$ cat config.mk
export PLATFORM = sky130hd
export DESIGN_NAME = multi_timer
export DESIGN_NICKNAME = d
export VERILOG_FILES = /design/src/rtl/multi_timer.sv
export SDC_FILE = /design/constraint.sdc
export NUM_CORES = 1
export LEC_CHECK = 0
export CAP_MARGIN = 20
export CELL_PAD_IN_SITES_DETAIL_PLACEMENT = 0
export CELL_PAD_IN_SITES_GLOBAL_PLACEMENT = 1
export CORE_MARGIN = 4
export CORE_UTILIZATION = 25
export CTS_CLUSTER_DIAMETER = 50
export CTS_CLUSTER_SIZE = 24
export DETAILED_ROUTE_END_ITERATION = 7
export PLACE_DENSITY_LB_ADDON = 0.1
export SYNTH_ARGS = -nofsm -noshare
export SYNTH_HDL_FRONTEND = slang
export SYNTH_SLANG_ARGS = --single-unit
$ cat constraint.sdc
create_clock -name clk -period 4.7 [get_ports clk]
set_input_delay 0.705 -clock clk [delete_from_list [all_inputs] [get_ports clk]]
set_output_delay 0.705 -clock clk [all_outputs]
set_load 0.01 [all_outputs]
$ cat src/rtl/multi_timer.sv
// multi_timer: NCH independent down-counting timers behind a word-addressed register file.
// Latency: register writes land on the next rising edge; Dout is combinational; IRQ follows pending directly.
// Backpressure: none; every read or write completes in the cycle it is presented.
module multi_timer #(
  parameter int NCH   = 2,
  parameter int CNT_W = 32
) (
  input  logic             clk,
  input  logic             reset,
  input  logic [31:2]      Addr,
  input  logic             WE,
  input  logic [31:0]      Din,
  output logic [31:0]      Dout,
  output logic [NCH-1:0]   IRQ,
  output logic             IRQ_any
);

  // Decoded word-address width: enough to reach the STATUS word at 4*NCH.
  localparam int AW  = $clog2(4*NCH+1);
  // Channel-select field width inside the decoded word address.
  localparam int CHW = AW - 2;
  localparam logic [AW-1:0] STATUS_WORD = AW'(4*NCH);

  // Per-channel register offsets inside each 4-word channel window.
  localparam logic [1:0] REG_CTRL   = 2'd0;
  localparam logic [1:0] REG_PRESET = 2'd1;
  localparam logic [1:0] REG_COUNT  = 2'd2;

  typedef enum logic [1:0] {
    S_IDLE = 2'd0,
    S_LOAD = 2'd1,
    S_CNT  = 2'd2,
    S_INT  = 2'd3
  } state_e;

  // ---------------------------------------------------------------------------
  // Address decode
  // ---------------------------------------------------------------------------
  logic [AW-1:0]  word;
  logic [CHW-1:0] ch_sel;
  logic [1:0]     reg_sel;
  logic           in_ch;
  logic           status_sel;
  logic           status_we;

  // Upper address bits belong to the bridge and Din is only partly consumed
  // for narrow counters; fold them into one sink so intent is explicit.
  logic           unused_bits;

  assign word        = Addr[AW+1:2];
  assign ch_sel      = word[AW-1:2];
  assign reg_sel     = word[1:0];
  assign in_ch       = (word < STATUS_WORD);
  assign status_sel  = (word == STATUS_WORD);
  assign status_we   = WE && status_sel;
  assign unused_bits = ^{Addr, Din};

  // ---------------------------------------------------------------------------
  // Flattened views of per-channel state for the read mux
  // ---------------------------------------------------------------------------
  logic [NCH-1:0][3:0]       ctrl_all;
  logic [NCH-1:0][CNT_W-1:0] preset_all;
  logic [NCH-1:0][CNT_W-1:0] count_all;
  logic [NCH-1:0]            pend_all;

  // ---------------------------------------------------------------------------
  // Timer channels
  // ---------------------------------------------------------------------------
  for (genvar n = 0; n < NCH; n++) begin : g_ch
    logic [3:0]       ctrl_q;
    logic [CNT_W-1:0] preset_q;
    logic [CNT_W-1:0] count_q;
    logic             pend_q;
    state_e           state_q;

    logic             sel;
    logic             ctrl_we;
    logic             preset_we;
    logic             ack;
    logic             enable;
    logic             auto_reload;
    logic             count_zero;

    assign sel         = in_ch && (ch_sel == CHW'(n));
    assign ctrl_we     = WE && sel && (reg_sel == REG_CTRL);
    assign preset_we   = WE && sel && (reg_sel == REG_PRESET);
    // W1C acknowledge of this channel's pending flag.
    assign ack         = status_we && Din[n];
    assign enable      = ctrl_q[0];
    // Modes 10/11 are stored as written but run exactly like one-shot.
    assign auto_reload = (ctrl_q[2:1] == 2'b01);
    assign count_zero  = (count_q == '0);

    // PRESET holds the reload value; it never disturbs a count in flight.
    always_ff @(posedge clk) begin
      if (reset) begin
        preset_q <= '0;
      end else if (preset_we) begin
        preset_q <= Din[CNT_W-1:0];
      end
    end

    // Channel FSM with CTRL, COUNT and pending; a CTRL write overrides the
    // sequencer (including the one-shot Enable clear) and restarts from IDLE.
    always_ff @(posedge clk) begin
      if (reset) begin
        ctrl_q  <= '0;
        count_q <= '0;
        pend_q  <= 1'b0;
        state_q <= S_IDLE;
      end else if (ctrl_we) begin
        ctrl_q  <= Din[3:0];
        pend_q  <= 1'b0;
        state_q <= S_IDLE;
      end else begin
        // Acknowledge first so a same-edge hardware set below takes effect.
        if (ack) begin
          pend_q <= 1'b0;
        end
        case (state_q)
          S_IDLE: begin
            if (enable) begin
              state_q <= S_LOAD;
            end
          end
          S_LOAD: begin
            count_q <= preset_q;
            state_q <= S_CNT;
          end
          S_CNT: begin
            if (!enable) begin
              state_q <= S_IDLE;
            end else if (!count_zero) begin
              count_q <= count_q - CNT_W'(1);
            end else begin
              pend_q  <= 1'b1;
              state_q <= S_INT;
            end
          end
          S_INT: begin
            if (auto_reload) begin
              state_q <= S_LOAD;
            end else begin
              ctrl_q[0] <= 1'b0;
              state_q   <= S_IDLE;
            end
          end
          default: begin
            state_q <= S_IDLE;
          end
        endcase
      end
    end

    assign IRQ[n]        = pend_q & ctrl_q[3];
    assign ctrl_all[n]   = ctrl_q;
    assign preset_all[n] = preset_q;
    assign count_all[n]  = count_q;
    assign pend_all[n]   = pend_q;
  end : g_ch

  assign IRQ_any = |IRQ;

  // ---------------------------------------------------------------------------
  // Read mux: unmapped and reserved words return zero
  // ---------------------------------------------------------------------------
  // Combinational read of the addressed register.
  always_comb begin
    Dout = '0;
    if (in_ch) begin
      for (int i = 0; i < NCH; i++) begin
        if (ch_sel == CHW'(i)) begin
          case (reg_sel)
            REG_CTRL:   Dout = {28'd0, ctrl_all[i]};
            REG_PRESET: Dout = 32'(preset_all[i]);
            REG_COUNT:  Dout = 32'(count_all[i]);
            default:    Dout = '0;
          endcase
        end
      end
    end else if (status_sel) begin
      Dout = 32'(pend_all);
    end
  end

endmodule

Yosys cells after proc, flatten, opt, wreduce, memory -nomap -nowiden

Cells that the tools add are included.

Flip-flop bits (word level): 142
Bits of input ports: 65
Output and inout bits: 35
Word-level logic and storage cells: 107

$add $sub $neg: 2
$lt $le $gt $ge: 1
Eq/ne operators: 22
Multiplexer cells: 36
Bitwise logic cells: 4
Reductions and logical operators: 30

Operator list:

| cell                                                | count |
|---|---|
| two-way mux 32 bit                                  | 7 |
| one-hot mux 32 bit (3 select lines)                 | 2 |
| one-hot mux 32 bit (2 select lines)                 | 2 |
| logical NOT 32 bit                                  | 2 |
| subtractor 32 x 1 -> 32 bit, second input constant  | 2 |
| two-way mux 1 bit                                   | 16 |
| != test 2 bit, second input constant                | 8 |
| one-hot mux 2 bit (4 select lines)                  | 2 |
| two-way mux 2 bit                                   | 7 |
| equality test 2 x 1 -> 1 bit, second input constant | 6 |
| logical AND 1 bit                                   | 11 |
| equality test 2 bit, second input constant          | 5 |
| logical NOT 2 bit                                   | 4 |
| AND reduction 2 bit                                 | 4 |
| AND reduction 4 bit                                 | 2 |
| nonzero test 2 bit                                  | 4 |
| != test 3 bit, second input constant                | 2 |
| OR reduction 2 bit                                  | 3 |
| equality test 4 bit, second input constant          | 1 |
| < comparator 4 bit, second input constant           | 1 |
| bitwise AND 1 bit                                   | 2 |
| inverter 1 bit                                      | 2 |

Longest topological paths before layout

Gate-level depths: netlist (run 1).

Depth after elaboration: 7
Depth in mapped cells: 10
Mapped depth without buffers: 7

Worst setup path before layout (run 1)

Ideal clock, no wire load.

Path type: input to output
From: input port Addr[2] in the netlist's numbering
To: output port Dout[18]
Arrival time: 2.174 ns
Required time: 3.995 ns
Slack: 1.821 ns
Stages: 6
Buffers on the path: 3
Cells stage by stage: clkbuf_1 nor2b_1 clkbuf_1 buf_1 a22oi_1 a211oi_1

Longest elaborated chain between the ends: 5
Elaborated cells on any way between the ends: 9
Classes of those cells: 1 x order compare; 2 x eq/ne; 5 x mux; 1 x reduce/logical

RTL lines:

| element                                     | line | RTL |
|---|---|---|
| from (decl)                                 | 10   | `input logic [31:2] Addr,` |
| equality test 2 bit (tied with other cells) | 173  | `case (reg_sel)` |
| one-hot mux 32 bit (3 select lines)         | 173  |  |
| two-way mux 32 bit (2 in a row)             | 172  | `if (ch_sel == CHW'(i)) begin` |
| two-way mux 32 bit *                        | 170  | `if (in_ch) begin` |
| to (decl)                                   | 13   | `output logic [31:0] Dout,` |

Mark *: on every way between the ends. The rest lies on a longest branch, timed or not.

Worst setup path after layout (run 1)

From: input port Addr[3] in the netlist's numbering
To: output port Dout[24]

The elaborated chain is that of the path after synthesis.

==> out/metrics.yaml, run 1 <==
critical_path:
  crit_type: "in -> out"
  crit_chain: "clkdlybuf4s50_1, nor2b_4, buf_12, buf_4, a22oi_1, o22ai_1, clkdlybuf4s50_1"
  cp-start-kind: "primary input"
  rr_startpoint: "g_ch[0].count_q[20]"
  cp.arrival_ns: 3.00
  endpoint_kind: "primary output"
  cp.buffers_inverters: 4
  r2r_cells: 5
  cp_slowest_cell: "clkdlybuf4s50_1"
  cp.required_ns: 3.99
  r2r_end: "g_ch[0].count_q[23]"
  worst-path-max-fanout: 38
  r2r_slack_ns: 1.64
  cp_common_cell: "clkdlybuf4s50_1"
  critPathMaxStageDelay_ns: 0.60
  critPathTopFamily: "buffers and inverters"
floorplan:
  die_area_um2: 36900
  start_util: 0.253
  die_w_um: 192
  die_h_um: 192
  core_um2: 33500
  std_cell_rows: 67
  io_pins: 100
route:
  dr.max_layer_used: "met4"
  drtIter0Drc: 558
  drt-met1-wl_um: 17600
  num_vias: 8804
  drcViolationCount: 0
  drtPass1Iterations: 5
  routed_wirelength_um: 36400
  wl_met2_um: 16900
  wire_per_inst_um: 22.8
  vias_per_cell: 5.52
  postRouteAntennaNets: 0
  dr_wl_met3_um: 1420
clocking:
  cts_tree: "yes"
  root_buffer: "clkbuf_16"
  postCtsSetupRepairBufs: 0
  clock_path_buffers: 2
  cts_hold_buffers: 0
  htreeDepth: 4
  cts_made_buffers: 17
  ctsResizeCount: 0
  clock_latency_ns: 0.43
  cts.reportedPaths.clkPinSlew_ns: 0.06
  numClockSinks: 142
grt:
  grt_pass1_vias: 8679
  grt_use_total: 0.197
  antenna_found_initial: 0
  grt-ovfl-total: 0
  grt_pass1_wl_um: 55700
  grt_start_max_net_pins: 137
run_status:
  status: "complete, no violations"
cells_and_area:
  fill_cells: 3688
  antenna_cells: 0
  final_common_cell: "nand2_1"
  final_cell_mix: "212 x nand2_1, 142 x dfxtp_1, 133 x a21oi_1, 72 x clkdlybuf4s50_1, 65 x a22oi_1"
  syn_to_final_growth_pct: 21.1
  fin_nets: 1209
  design_area_um2: 10300
  layout-drive-gt1-share: 0.0976
worst_hold_path:
  hold_depth: 2
  min_to: "g_ch[1].preset_q[30]"
  hold_class: "reg -> reg"
  worstHoldStart: "g_ch[1].preset_q[30]"
sta:
  drv_slew: 0
  finalHoldViolCount: 0
  timing.final.ws_setup_ns: 0.997
  tightest_slew_ns: 1.13
  finalSetupTns_ns: 0
  fmax_mhz: 270
  fin_crit_ns: 3.70
  post-route-period-util: 0.788
  fin_skew_ns: 0.0131
  setup_viol: 0
  max_slew_margin: 0.241
  rsz0062_at_grt: "false"
place:
  place.gp.congestion: 0.787
  placement.io_buffers: 73
  post_dp_cell_area_um2: 9670
  pre_cts_slack_ns: 1.02
  dp_hpwl_um: 24900
synthesis:
  syn_area_per_cell_um2: 7.62
  synthFlopType: "dfxtp_1"
  ys_ff_latch: 142
  synth_warnings: 0
  synth-edff-count: 0
  ys_seq_area_frac: 0.335
  netlist_instances: 1114
  yosysUniqueCellTypes: 73
  syn_area_um2: 8480
  synth_top_area_cell: "dfxtp_1"
  async_flop_share: 0
  synth_fp_nets: 1189
  synthDominantCellAreaShare: 0.335
  synthTopCellsByArea: "dfxtp_1 34%, nand2_1 9.4%, a21oi_1 7.8%, a22oi_1 5.8%, clkbuf_1 3.5%"
power:
  peakVddDrop_mv: 0.256
  power_leakage_nw: 3.28
  total_power_mw: 3.65
  power_density_nw_per_um2: 356
flow_run:
  drv_cap: 0
how the worst max path moves through the flow:
| stage | startpoint | end | slack (ns) | cells past startpoint |
|---|---|---|---|---|
| finish | Addr[3] | Dout[24] | 1.0 | 7 |
| global route | Addr[2] | Dout[27] | 0.89 | 7 |
| CTS | Addr[3] | Dout[26] | 0.99 | 7 |
| detailed placement | Addr[3] | Dout[26] | 1.02 | 7 |
| global placement | Addr[3] | Dout[26] | 1.00 | 7 |
| floorplan | Addr[2] | Dout[18] | 1.82 | 6 |
cells in the mapped netlist, drive strengths merged (7+ instances only):
cell / n
a211oi: 12
a21oi: 134
a221oi: 11
a22oi: 65
a31oi: 11
and3: 9
buf: 29
clkbuf: 78
dfxtp: 142
ha: 10
inv: 19
mux2i: 14
nand2: 213
nand3: 34
nand4: 9
nor2: 41
nor2b: 14
nor3: 36
nor4: 23
o211ai: 12
o21ai: 21
o22ai: 33
o311ai: 12
o31a: 8
o31ai: 16
o32ai: 23
o41ai: 7
or2: 7
or3: 13
or4: 9
through the flow:
stage	utilization	instances	hold slack, ns
2_1_floorplan	-	1114	0.444
3_3_place_gp	0.289	1563	0.456
3_5_place_dp	0.289	1563	0.464
4_1_cts	0.306	1595	0.473
5_1_grt	0.306	1595	0.495
6_report	0.306	1595	0.470
cells by family (layout without fill, tap and decap cells):
family / count (synthesis) / after routing / share of synthesized area
buffers and inverters: 126 / 159 / 0.0611
DFF: 142 / 142 / 0.335
adders and majority gates: 10 / 10 / 0.0147
and+or+nand+nor: 427 / 427 / 0.256
AOI/OAI and AO/OA: 392 / 392 / 0.312
muxes: 17 / 17 / 0.0205
sequential cells by signal (all words and copies together) (netlist names):
register and cells:
g_ch.pend_q 2, g_ch.state_q 4, g_ch.ctrl_q 8, g_ch.preset_q 64, g_ch.count_q 64
where the power goes:
group	leakage [nW]	switching [mW]	internal [mW]
logic	1.85	0.652	0.287
registers	1.15	0.0371	1.23
clock network	0.285	0.586	0.861
total	3.28	1.28	2.38
worst reg2reg max path, stage by stage (launching register included):
cell	delay [ns]
dfxtp_1	0.36
nor4_1	0.65
nand3_2	0.53
o31a_1	0.63
nor2_4	0.57
o32ai_1	0.18
metal layers:
| metal | track usage | vias up |
|---|---|---|
| met5 | 0 | - |
| met3 | 0.0287 | 24 |
| met4 | 0.0403 | 0 |
| met1 | 0.274 | 4345 |
| li1 | - | 4230 |
| met2 | 0.324 | 205 |
final cells by class:
class                           instances  area, um^2  area share
Inverter                               19        71.3     0.00694
Timing Repair Buffer                  108        1040       0.101
Tap cell                              448         561      0.0546
Multi-Input combinational cell        846        5160       0.502
Clock inverter                         11         140      0.0136
Clock buffer                           21         460      0.0448
Sequential cell                       142        2840       0.277
Note: power is estimated with default switching activity, not from simulation.
==> run 2, diff against run 1 <==
- clock period: 4.7 -> 3.4 ns (I/O delays scaled with it)
==> out/metrics.yaml, run 2 (synthesis results as in run 1) <==
floorplan:
  die_h_um: 192
  die_w_um: 192
  start_util: 0.253
  io_pins: 100
  core_um2: 33500
  die_area_um2: 36900
  std_cell_rows: 67
power:
  power_leakage_nw: 3.47
  power_density_nw_per_um2: 497
  peakVddDrop_mv: 0.374
critical_path:
  crit_chain: "clkdlybuf4s50_1, nor2b_4, buf_12, buf_4, a22oi_1, o22ai_1, clkdlybuf4s50_1"
  cp.arrival_ns: 2.77
  crit_type: "in -> out"
  cp_common_cell: "clkdlybuf4s50_1"
  endpoint_kind: "primary output"
  critPathMaxStageDelay_ns: 0.60
  cp_slowest_cell: "clkdlybuf4s50_1"
  cp.required_ns: 2.89
  cp-start-kind: "primary input"
  worst-path-max-fanout: 30
clocking:
  numClockSinks: 142
  ctsResizeCount: 0
  root_buffer: "clkbuf_16"
  htreeDepth: 4
  cts_made_buffers: 17
  cts_hold_buffers: 0
  cts.reportedPaths.clkPinSlew_ns: 0.06
  postCtsSetupRepairBufs: 0
  cts_tree: "yes"
  clock_latency_ns: 0.43
  clock_path_buffers: 2
cells_and_area:
  reg_top3: "g_ch.count_q (64), g_ch.preset_q (64), g_ch.ctrl_q (8)"
  fin_nets: 1240
  final_cell_mix: "212 x nand2_1, 142 x dfxtp_1, 133 x a21oi_1, 72 x clkdlybuf4s50_1, 65 x a22oi_1"
  layout-drive-gt1-share: 0.122
  syn_to_final_growth_pct: 24.4
  final_common_cell: "nand2_1"
  antenna_cells: 0
  fill_cells: 3653
grt:
  grt_pass1_wl_um: 55800
  grt_pass1_vias: 8749
  grt_use_total: 0.196
  grt_start_max_net_pins: 137
  grt-ovfl-total: 0
  antenna_found_initial: 0
place:
  place.gp.congestion: 0.806
  placement.io_buffers: 73
  dp_hpwl_um: 25700
sta:
  post-route-period-util: 0.963
  fmax_mhz: 305
  drv_slew: 0
  fin_crit_ns: 3.28
  finalSetupTns_ns: 0
  rsz0062_at_grt: "false"
  tightest_slew_ns: 1.03
  hold_ws_ns: 0.474
  finalHoldViolCount: 0
  setup_viol: 0
  fin_skew_ns: 0.00736
  max_slew_margin: 0.311
route:
  postRouteAntennaNets: 0
  drtPass1Iterations: 5
  wire_per_inst_um: 22.3
  num_vias: 8897
  drcViolationCount: 0
  drtIter0Drc: 497
  routed_wirelength_um: 36200
  vias_per_cell: 5.48
flow_run:
  drv_cap: 0
run_status:
  status: "complete, no violations"
worst_hold_path:
  hold_class: "reg -> reg"
run 2: worst max-delay path: cells and delay by family:
| kind | cells | cell delay, ns |
|---|---|---|
| AND/OR/NAND/NOR | 1 | 0.21 |
| AO/OA/AOI/OAI | 2 | 0.40 |
| buffers and inverters | 4 | 1.62 |
run 2: per-layer routing:
metal,wire (um),GRT usage,vias to the layer above
li1,-,-,4280
met1,17300,0.272,4406
met2,17100,0.321,184
met3,1290,0.0304,27
met4,539,0.0458,0
met5,0,0,-
run 2: final timing paths:
path                         from                    to  slack [ns]  depth (start not counted)
max reg2reg   g_ch[0].count_q[20]    g_ch[0].count_q[0]        0.60                          6
min reg2reg  g_ch[0].preset_q[10]  g_ch[0].preset_q[10]        0.47                          2
max                       Addr[3]              Dout[19]        0.12                          7
min          g_ch[0].preset_q[10]  g_ch[0].preset_q[10]        0.47                          2
run 2: report_power, final:
part	total [mW]	internal, mW	switching [mW]	leakage [nW]
logic	1.37	0.475	0.897	2.01
clock network	2.12	1.31	0.809	0.311
registers	1.75	1.70	0.0518	1.15
run 2: final cells by class:
type / instances / area (um^2) / share of cell area
Clock buffer: 18 / 439 / 0.0416
Clock inverter: 13 / 195 / 0.0185
Inverter: 19 / 71.3 / 0.00676
Multi-Input combinational cell: 846 / 5160 / 0.489
Sequential cell: 142 / 2840 / 0.269
Tap cell: 448 / 561 / 0.0531
Timing Repair Buffer: 139 / 1290 / 0.122
run 2: stage by stage:
step                worst slack, ns  std cells  total power [mW]   util  cell area, um^2
floorplan                     0.911       1114              2.61      -             8480
global placement              0.148       1594              3.17  0.296             9920
detailed placement            0.174       1594              3.16  0.296             9920
CTS                           0.147       1625              5.30  0.315            10600
global route                 0.0459       1625              5.50  0.315            10600
finish                        0.125       1625              5.25  0.315            10600
